File: config.mk
export PLATFORM = sky130hd
export DESIGN_NAME = soc_bus_bridge
export DESIGN_NICKNAME = d
export VERILOG_FILES = /design/src/rtl/soc_bus_pkg.sv /design/src/rtl/soc_bus_decode.sv /design/src/rtl/soc_bus_bridge.sv
export SDC_FILE = /design/constraint.sdc
export NUM_CORES = 1
export LEC_CHECK = 0
export BUFFER_PORTS_ARGS = -buffer_cell sky130_fd_sc_hd__buf_2
export CAP_MARGIN = 20
export CELL_PAD_IN_SITES_DETAIL_PLACEMENT = 0
export CELL_PAD_IN_SITES_GLOBAL_PLACEMENT = 2
export CORE_ASPECT_RATIO = 0.75
export CORE_UTILIZATION = 20
export DETAILED_ROUTE_END_ITERATION = 12
export GPL_TIMING_DRIVEN = 0
export HOLD_SLACK_MARGIN = 0.03
export PLACE_DENSITY = 0.8
export SLEW_MARGIN = 20
export SYNTH_ARGS = -nofsm -noshare
export SYNTH_HDL_FRONTEND = slang
export SYNTH_SLANG_ARGS = --single-unit
File: constraint.sdc
create_clock -name clk -period 1.8 [get_ports clk]
set_clock_uncertainty 0.05 [all_clocks]
set_input_delay 0 -clock clk [delete_from_list [all_inputs] [get_ports clk]]
set_output_delay 0 -clock clk [all_outputs]
set_load 0.02 [all_outputs]
File: src/rtl/soc_bus_pkg.sv
// Shared types and constants for the FemtoRV32 peripheral bus bridge:
// FSM state encoding, timeout read-back pattern and default address map.
package soc_bus_pkg;

    typedef enum logic [1:0] {
        ST_IDLE = 2'd0,
        ST_REQ  = 2'd1,
        ST_WAIT = 2'd2,
        ST_ERR  = 2'd3
    } state_t;

    localparam logic [31:0] ERR_RDATA     = 32'hDEAD_BEEF;
    localparam logic [31:0] DEF_BASE_ADDR = 32'h0040_0000;
    localparam int          DEF_SLOT_BITS = 16;

    // Index width that stays legal for a single-slave build.
    function automatic int idx_width(input int n);
        return (n > 1) ? $clog2(n) : 1;
    endfunction

endpackage

File: src/rtl/soc_bus_decode.sv
// Combinational address decode: slot index within the peripheral window plus
// an in-window flag. The caller substitutes the default slave when out of window.
module soc_bus_decode
    import soc_bus_pkg::*;
#(
    parameter int          NUM_SLAVES = 7,
    parameter logic [31:0] BASE_ADDR  = DEF_BASE_ADDR,
    parameter int          SLOT_BITS  = DEF_SLOT_BITS,
    localparam int         IDX_W      = idx_width(NUM_SLAVES)
) (
    input  logic [31:0]      addr,
    output logic [IDX_W-1:0] slot,
    output logic             in_win
);

    // The last slave has no window slot of its own: it owns everything else.
    localparam logic [31:0] WIN_SIZE = 32'(NUM_SLAVES - 1) << SLOT_BITS;

    logic [31:0] offset;

    always_comb begin
        offset = addr - BASE_ADDR;
        in_win = (addr >= BASE_ADDR) && (offset < WIN_SIZE);
        slot   = '0;
        for (int i = 0; i < NUM_SLAVES - 1; i++) begin
            if ((offset >> SLOT_BITS) == 32'(i)) begin
                slot = IDX_W'(i);
            end
        end
    end

endmodule

File: src/rtl/soc_bus_bridge.sv
// Registered transaction engine between the FemtoRV32 memory port and N slaves,
// with per-slave ready wait states. Watchdog built only when BUS_TIMEOUT_EN is defined.
module soc_bus_bridge
    import soc_bus_pkg::*;
#(
    parameter int          NUM_SLAVES     = 7,
    parameter logic [31:0] BASE_ADDR      = DEF_BASE_ADDR,
    parameter int          SLOT_BITS      = DEF_SLOT_BITS,
    parameter int          TIMEOUT_CYCLES = 255
) (
    input  logic                     clk,
    input  logic                     resetn,
    input  logic [31:0]              mem_addr,
    input  logic [31:0]              mem_wdata,
    input  logic [3:0]               mem_wmask,
    input  logic                     mem_rstrb,
    output logic [31:0]              mem_rdata,
    output logic                     mem_rbusy,
    output logic                     mem_wbusy,
    output logic [NUM_SLAVES-1:0]    slv_cs,
    output logic                     slv_rd,
    output logic                     slv_wr,
    output logic [31:0]              slv_addr,
    output logic [31:0]              slv_wdata,
    output logic [3:0]               slv_wmask,
    input  logic [32*NUM_SLAVES-1:0] slv_dout,
    input  logic [NUM_SLAVES-1:0]    slv_ready,
    input  logic                     err_clr,
    output logic                     bus_err,
    output logic [31:0]              err_addr,
    output state_t                   dbg_state
);

    localparam int          IDX_W   = idx_width(NUM_SLAVES);
    localparam logic [15:0] TO_LOAD = 16'(TIMEOUT_CYCLES - 1);

    // Handshake: the CPU raises mem_rstrb or a nonzero mem_wmask for one cycle;
    // it is accepted only in IDLE. The selected slave completes by holding
    // slv_ready high in any REQ/WAIT cycle; that cycle's slv_dout is captured.

    state_t           state, state_nxt;
    logic [IDX_W-1:0] dec_slot, dec_idx, idx_q;
    logic             dec_in_win;
    logic             start, accept, active, timeout;
    logic             wr_q;
    logic [31:0]      addr_q, wdata_q, rdata_q;
    logic [3:0]       wmask_q;
    logic             sel_ready;
    logic [31:0]      sel_dout;

    soc_bus_decode #(
        .NUM_SLAVES(NUM_SLAVES),
        .BASE_ADDR (BASE_ADDR),
        .SLOT_BITS (SLOT_BITS)
    ) u_decode (
        .addr  (mem_addr),
        .slot  (dec_slot),
        .in_win(dec_in_win)
    );

    assign dec_idx = dec_in_win ? dec_slot : IDX_W'(NUM_SLAVES - 1);
    assign start   = (|mem_wmask) | mem_rstrb;
    assign accept  = (state == ST_IDLE) && start;
    assign active  = (state == ST_REQ) || (state == ST_WAIT);

    always_comb begin
        sel_ready = 1'b0;
        sel_dout  = 32'h0;
        for (int i = 0; i < NUM_SLAVES; i++) begin
            if (idx_q == IDX_W'(i)) begin
                sel_ready = slv_ready[i];
                sel_dout  = slv_dout[i*32 +: 32];
            end
        end
    end

    always_ff @(posedge clk or negedge resetn) begin
        if (!resetn) begin
            state <= ST_IDLE;
        end else begin
            state <= state_nxt;
        end
    end

    always_comb begin
        state_nxt = state;
        unique case (state)
            ST_IDLE: if (start) state_nxt = ST_REQ;
            ST_REQ, ST_WAIT: begin
                if (sel_ready)    state_nxt = ST_IDLE;
                else if (timeout) state_nxt = ST_ERR;
                else              state_nxt = ST_WAIT;
            end
            ST_ERR:  state_nxt = ST_IDLE;
            default: state_nxt = ST_IDLE;
        endcase
    end

    // All bus-facing controls decode from registered state and latched fields.
    always_comb begin
        slv_cs = '0;
        for (int i = 0; i < NUM_SLAVES; i++) begin
            slv_cs[i] = active && (idx_q == IDX_W'(i));
        end
        slv_rd    = (state == ST_REQ) && !wr_q;
        slv_wr    = (state == ST_REQ) && wr_q;
        slv_wmask = (active && wr_q) ? wmask_q : 4'h0;
        mem_rbusy = (state != ST_IDLE) && !wr_q;
        mem_wbusy = (state != ST_IDLE) && wr_q;
    end

    always_ff @(posedge clk or negedge resetn) begin
        if (!resetn) begin
            idx_q   <= '0;
            wr_q    <= 1'b0;
            addr_q  <= 32'h0;
            wdata_q <= 32'h0;
            wmask_q <= 4'h0;
            rdata_q <= 32'h0;
        end else begin
            if (accept) begin
                idx_q   <= dec_idx;
                wr_q    <= |mem_wmask;
                addr_q  <= mem_addr;
                wdata_q <= mem_wdata;
                wmask_q <= mem_wmask;
            end
            if (active && sel_ready && !wr_q) begin
                rdata_q <= sel_dout;
            end else if ((state == ST_ERR) && !wr_q) begin
                rdata_q <= ERR_RDATA;
            end
        end
    end

    assign mem_rdata = rdata_q;
    assign slv_addr  = addr_q;
    assign slv_wdata = wdata_q;
    assign dbg_state = state;

`ifdef BUS_TIMEOUT_EN
    logic [15:0] cnt_q;
    logic        bus_err_q;
    logic [31:0] err_addr_q;

    // Loaded on acceptance so the REQ cycle is the first counted cycle:
    // ERR lands exactly TIMEOUT_CYCLES cycles after REQ.
    assign timeout = (cnt_q == 16'h0);

    always_ff @(posedge clk or negedge resetn) begin
        if (!resetn) begin
            cnt_q <= 16'h0;
        end else if (accept) begin
            cnt_q <= TO_LOAD;
        end else if (active && (cnt_q != 16'h0)) begin
            cnt_q <= cnt_q - 16'h1;
        end
    end

    always_ff @(posedge clk or negedge resetn) begin
        if (!resetn) begin
            bus_err_q  <= 1'b0;
            err_addr_q <= 32'h0;
        end else begin
            if (state == ST_ERR) begin
                bus_err_q <= 1'b1;
                if (!bus_err_q) err_addr_q <= addr_q;
            end else if (err_clr) begin
                bus_err_q <= 1'b0;
            end
        end
    end

    assign bus_err  = bus_err_q;
    assign err_addr = err_addr_q;
`else
    logic unused_cfg;

    assign timeout    = 1'b0;
    assign bus_err    = 1'b0;
    assign err_addr   = 32'h0;
    assign unused_cfg = ^{err_clr, TO_LOAD};
`endif

endmodule
==> key figures, run 1 <==
Worst setup path
  • Crit path max fanout: 5
  • Critical path depth in cells: 7
  • CP peak stage delay: 450 ps
  • Crit path max-delay family: flip-flops
  • R2R cell count: 7
  • CP bufs+invs: 3
  • Data arrival, critical path: 2180 ps
  • Flop2flop setup slack: -150 ps
  • CP Capture Type: flip-flop
  • CP Class: flip-flop to flip-flop
  • Worst setup path endpoint: mem_rdata[11]
  • Most used cell, CP: buf_12
  • Critical Path Slowest Stage Cell: dfrtp_2
  • Crit path launch: idx_q[0]
  • Worst reg2reg endpoint: mem_rdata[11]
  • Crit-path cells: and3_4, buf_6, a221o_2, nand4b_4, buf_12, buf_12, mux2i_1
  • Reg2Reg Launch Point: idx_q[0]
  • Worst Setup Start Kind: flip-flop
  • Crit path required time: 2030 ps

Floorplanning
  • Core area: 0.0313 mm²
  • Rows: 56
  • Die width: 208 µm
  • Initial core utilization: 0.204
  • Die area: 0.0326 mm²
  • Chip height: 157 µm
  • IO Count: 449

Logic synthesis
  • Post-synth top area share: 0.416
  • Largest cells by area after synthesis: dfrtp_1, nand2_1, mux2i_1
  • Yosys reg bits: 106
  • Unique masters post-synth: 40
  • Synth Area per Inst: 8.94 µm²
  • Ys Warns: 0
  • Sequential fraction of the synthesis area: 0.416
  • Syn Inst Count: 714
  • Largest area contributor in the netlist: dfrtp_1
  • Synth Cell Area: 0.00638 mm²

Final layout
  • Ant. Diodes: 0
  • Nets@finish: 1615
  • Share of cells above drive strength 1: 0.438
  • Most frequent cells in the layout: buf_2, nand2_1, dlygate4sd3_1
  • Non-Filler Instances: 1720
  • Most common cell after layout, fill and taps aside: buf_2
  • Post-layout util: 0.356
  • Filler Cells Inserted: 3358
  • Design area: 0.0111 mm²
  • Area added between synthesis and finish: 74.7%

Run status
  • Status: finished with violations
  • Failing checks: setup timing

STA
  • RSZ-0062 raised after global routing: yes
  • Setup-failing EPs final: 32
  • Period Utilization, post-route: 1.08
  • Worst slew margin: 0.569
  • Worst Tran Pin Value: 647 ps
  • Final setup TNS: -3590 ps
  • Count of pins over their slew limit: 0
  • Post-route worst setup slack: -148 ps
  • Max frequency: 513 MHz
  • Post-route minimum period: 1950 ps
  • Hold Vio Cnt, Final: 0

Routing
  • DR iter-0 viols: 319
  • Vias per cell: 4.28
  • Detailed-route via count: 7359
  • Drt drc: 0
  • DRT Pass-1 Iters: 6
  • Post-detailed-route wirelength per cell: 18.2 µm
  • Post-Route WL: 31.3 mm
  • DRT antenna net count: 0

Min path
  • Worst hold path class: input port to flip-flop

Placed design
  • DP Cell Count: 1567
  • Pre-CTS WS: -473 ps
  • Post-Place Cell Area: 0.00911 mm²
  • Routability cong.: 0.825
  • Port-buffer cells: 414
  • DP HPWL: 24.2 mm

Clocking
  • H-tree depth: 3
  • CTS tree: done
  • Reg clk slew, reported paths: 80 ps
  • Sink Count: 106
  • Root Buffer: clkbuf_16
  • Clock tree buffer depth: 2
  • Clk_lat worst skew: 360 ps
  • CTS Buf Count: 9

Power
  • Cell leakage power: 5.87 nW
  • Pwr dens: 1220 mW/mm²
  • VDD IR max: 534 µV

Global route
  • Global-route wire length before repair: 44.9 mm
  • Tot GR Track Use: 0.185
  • Initial antenna violation count: 0
  • Largest net degree at the start of global routing: 66
  • GRT overflow: 0
  • Vias in the first global route: 7392

Flow run
  • Max-cap viol count: 0
-- synthesized netlist by cell type, drive strengths merged --
| master | instances |
|---|---|
| o22ai | 1 |
| conb | 1 |
| mux2i | 80 |
| nor3 | 4 |
| or4 | 1 |
| a22o | 1 |
| dfrtp | 106 |
| and3 | 5 |
| o22a | 1 |
| ha | 3 |
| and2 | 2 |
| o211ai | 17 |
| nor4 | 1 |
| clkbuf | 19 |
| a221o | 1 |
| a2bb2oi | 1 |
| mux2 | 1 |
| nand2 | 237 |
| buf | 68 |
| nand4 | 1 |
| nor2b | 6 |
| a21oi | 31 |
| o32a | 1 |
| nand4b | 1 |
| a21boi | 1 |
| or4b | 1 |
| o21ai | 50 |
| mux4 | 17 |
| nor2 | 31 |
| nand3b | 2 |
| inv | 3 |
| a22oi | 15 |
| nand2b | 4 |
-- per-layer routing --
layer	global-route usage	part of all wire
met1	0.241	0.46
met2	0.313	0.48
met3	0.0353	0.047
met4	0.0490	0.019
met5	0	0
-- final cells by class --
class / instances / area, µm² / area share
sequential: 106 / 2650 / 0.238
multi-input combinational: 550 / 3370 / 0.302
tap: 406 / 508 / 0.0456
clock inverter: 7 / 100 / 0.00898
buffer: 87 / 737 / 0.0661
inverter: 3 / 11.3 / 0.00101
clock buffer: 9 / 225 / 0.0202
timing repair buffer: 552 / 3540 / 0.318
-- per-stage QoR --
stage	total power, W	hold slack [ps]
floorplan	0.00803	-346
global route	0.0147	97.2
CTS	0.0135	32.9
detailed placement	0.0108	-88.8
global placement	0.0107	141
finish	0.0136	56.2
-- logic make-up (layout without fill, tap and decap cells) --
family,count (synthesis),after routing,share of synthesized area
other,1,33,0.000588
flip-flops,106,106,0.416
buffers and inverters,90,658,0.0902
AND/OR/NAND/NOR,296,296,0.189
AO/OA/AOI/OAI,120,120,0.111
multiplexers,98,98,0.187
adder cells (fa/ha/maj),3,3,0.00588
-- tightest hold or removal path: cells and delay by family --
| family | cells | cell delay (ps) |
|---|---|---|
| AO/OA/AOI/OAI | 3 | 220 |
| multiplexers | 1 | 130 |
| buffers and inverters | 1 | 70 |
-- repair_timing --
item,4_1_cts,5_1_grt
gates resized for setup,45,77
setup buffers,7,11
hold endpoints to repair,210,0
pin swaps,3,8
hold buffers,116,0
setup endpoints to repair,90,111
cloned,1,3
-- sequential cells by signal, summed over array words and instances, names as in the netlist --
register	flops
mem_rdata	32
dbg_state	2
slv_wdata	32
idx_q	3
wr_q	1
wmask_q	4
slv_addr	32
-- report_power, final --
part | total [W] | switching [W] | internal (W) | leakage [nW]
clock | 0.00227 | 0.00103 | 0.00124 | 0.154
sequential | 0.00411 | 0.000597 | 0.00351 | 1.25
combinational | 0.00726 | 0.00446 | 0.00280 | 4.47
total | 0.0136 | 0.00609 | 0.00755 | 5.87
-- worst min path at each step --
stage,startpoint,end,slack (ps),cells past startpoint
after detailed placement,resetn,slv_wdata[12],-90,1
after CTS,slv_dout[82],mem_rdata[18],30,5
after floorplan,resetn,dbg_state[0],-350,0
after global placement,mem_addr[4],slv_addr[4],140,3
after global routing,slv_dout[143],mem_rdata[15],100,5
final,slv_dout[82],mem_rdata[18],60,5
Note: power is estimated with default switching activity, not from simulation.
==> run 2: changes to the inputs <==
--- a/config.mk
+++ b/config.mk
@@ -19,3 +19,4 @@
 export SYNTH_ARGS = -nofsm -noshare
 export SYNTH_HDL_FRONTEND = slang
 export SYNTH_SLANG_ARGS = --single-unit
+export TNS_END_PERCENT = 20
==> run 2 against run 1 <==
Net effect:
- first-iteration DRC count grew 15%
- routed wire length shrank 0.60%
- register-to-register slack lost 30 ps
- the flow still finishes with violations (setup timing)
==> key figures, run 2 (synthesis gave the netlist of run 1 again) <==
Global route
  • GR peak layer: met2
  • Met1 global-route usage: 0.241 (unchanged)
  • M2 GR Usage: 0.313 (unchanged)
  • Initial antenna violation count: 0 (unchanged)
  • Tot GR Track Use: 0.185 (unchanged)
  • Largest net degree at the start of global routing: 66 (unchanged)
  • Vias in the first global route: 7392 (unchanged)
  • Global-route wire length before repair: 44.9 mm (unchanged)
  • Met3 Use GR: 0.0353 (unchanged)
  • GRT overflow: 0 (unchanged)

Worst setup path
  • Data arrival, critical path: 2210 ps (+30 ps)
  • Flop2flop setup slack: -180 ps (-30 ps)
  • Worst Setup Start Kind: flip-flop
  • Crit path required time: 2030 ps (about the same)
  • Crit path launch: idx_q[0]
  • Worst setup path endpoint: mem_rdata[29]
  • R2R cell count: 7 (unchanged)
  • Crit path max fanout: 5 (unchanged)
  • CP Class: flip-flop to flip-flop
  • CP Capture Type: flip-flop
  • Reg2Reg Launch Point: idx_q[0]
  • Worst reg2reg endpoint: mem_rdata[29]

Final layout
  • Most common cell after layout, fill and taps aside: buf_2
  • Filler Cells Inserted: 3374 (+0.48%)
  • Ant. Diodes: 0 (unchanged)
  • Nets@finish: 1607 (-0.50%)
  • Post-layout util: 0.352 (-0.00368)
  • Area added between synthesis and finish: 72.9%
  • Design area: 0.0110 mm² (-1.0%)
  • Most frequent cells in the layout: buf_2, nand2_1, dlygate4sd3_1
  • Register area: 0.00265 mm² (unchanged)
  • Share of cells above drive strength 1: 0.432 (-0.00574)
  • Multi-input gate area: 0.00336 mm² (about the same)

STA
  • Post-route minimum period: 1980 ps (+28.2 ps)
  • Post-route worst setup slack: -177 ps (-28.2 ps)
  • Count of pins over their slew limit: 0 (unchanged)
  • Worst slew margin: 0.566 (-0.00224)
  • Period Utilization, post-route: 1.10 (+0.0157)
  • Hold Vio Cnt, Final: 0 (unchanged)
  • Worst Tran Pin Value: 650 ps (+3.35 ps)
  • Setup-failing EPs final: 32 (unchanged)
  • Max frequency: 506 MHz (-1.4%)
  • RSZ-0062 raised after global routing: yes

Routing
  • DRT Pass-1 Iters: 5 (-1)
  • DR iter-0 viols: 368 (+15%)
  • Vias per cell: 4.28 (about the same)
  • DRT antenna net count: 0 (unchanged)
  • Drt drc: 0 (unchanged)
  • Post-detailed-route wirelength per cell: 18.2 µm (-0.14%)
  • Post-Route WL: 31.1 mm (-0.60%)
  • Detailed-route via count: 7327 (-0.43%)

Clocking
  • H-tree depth: 3 (unchanged)
  • Clk_lat worst skew: 360 ps (about the same)
  • CTS tree: done
  • Reg clk slew, reported paths: 80 ps (about the same)
  • Clock tree buffer depth: 2 (unchanged)
  • CTS Buf Count: 9 (unchanged)
  • Sink Count: 106 (unchanged)
  • Root Buffer: clkbuf_16

Run status
  • Status: finished with violations
  • Failing checks: setup timing

Floorplanning
  • Die area: 0.0326 mm² (unchanged)
  • Die width: 208 µm (unchanged)
  • Core area: 0.0313 mm² (unchanged)
  • IO Count: 449 (unchanged)
  • Rows: 56 (unchanged)
  • Initial core utilization: 0.204 (unchanged)
  • Chip height: 157 µm (unchanged)

Power
  • Total power: 0.0135 W (-0.75%)
  • VDD IR max: 535 µV (+0.27%)
  • Cell leakage power: 5.80 nW (-1.1%)
  • Pwr dens: 1230 mW/mm² (+0.29%)

Placed design
  • Routability cong.: 0.825 (unchanged)
  • Port-buffer cells: 414 (unchanged)
  • Post-Place Cell Area: 0.00911 mm² (unchanged)
  • DP HPWL: 24.2 mm (unchanged)

Min path
  • Worst hold stages: 5 (unchanged)
  • Worst hold path class: input port to flip-flop

Flow run
  • Max-cap viol count: 0 (unchanged)
[run 2: metal layers]
metal  part of all wire  wire length (µm)
met5                  0                 0
met3              0.049              1510
met2               0.48             14800
met4              0.022               669
met1               0.45             14100
[run 2: cell type report]
cell class | instances | area share
clock inverters | 7 | 0.00908
multi-input cells | 550 | 0.305
clock buffers | 9 | 0.0204
repair buffers | 544 | 0.311
inverters | 3 | 0.00102
flip-flops and latches | 106 | 0.241
well taps | 406 | 0.0461
plain buffers | 87 | 0.0666
[run 2: per-stage QoR]
step | TNS, ps | setup WS, ps | hold WS [ps] | instances
CTS | -9610 | -218 | 32.9 | 1707
global route | -5600 | -235 | 97.2 | 1712
floorplan | 0 | 97.3 | -346 | 746
detailed placement | -21690 | -473 | -88.8 | 1567
finish | -3060 | -177 | 54.4 | 1712
global placement | -105070 | -826 | 141 | 1566
[run 2: worst max-delay path, cell delays in order (launching register included)]
cell and delay, ps:
dfrtp_2 450, and3_4 190, buf_6 120, a221o_2 420, nand4b_4 200, buf_12 150, clkbuf_16 150, mux2i_1 180
[run 2: what timing repair did]
| item | 4_1_cts | 5_1_grt |
|---|---|---|
| resized for setup | 44 | 71 |
| pin swaps | 2 | 7 |
| hold endpoints to repair | 210 | 0 |
| setup endpoints to repair | 90 | 111 |
| cloned | 1 | 2 |
| setup buffers | 7 | 4 |
| hold buffers | 116 | 0 |
[run 2: where the power goes]
group | switching [W] | internal (W) | leakage, nW | total [W]
logic | 0.00444 | 0.00272 | 4.40 | 0.00716
registers | 0.000596 | 0.00351 | 1.25 | 0.00411
clock network | 0.00104 | 0.00124 | 0.154 | 0.00227
[run 2: how the worst min path moves through the flow]
stage	start	to	slack [ps]
final	slv_dout[70]	mem_rdata[6]	50
after global routing	slv_dout[143]	mem_rdata[15]	100
after CTS	slv_dout[82]	mem_rdata[18]	30
after detailed placement	resetn	slv_wdata[12]	-90
after global placement	mem_addr[4]	slv_addr[4]	140
after floorplan	resetn	dbg_state[0]	-350
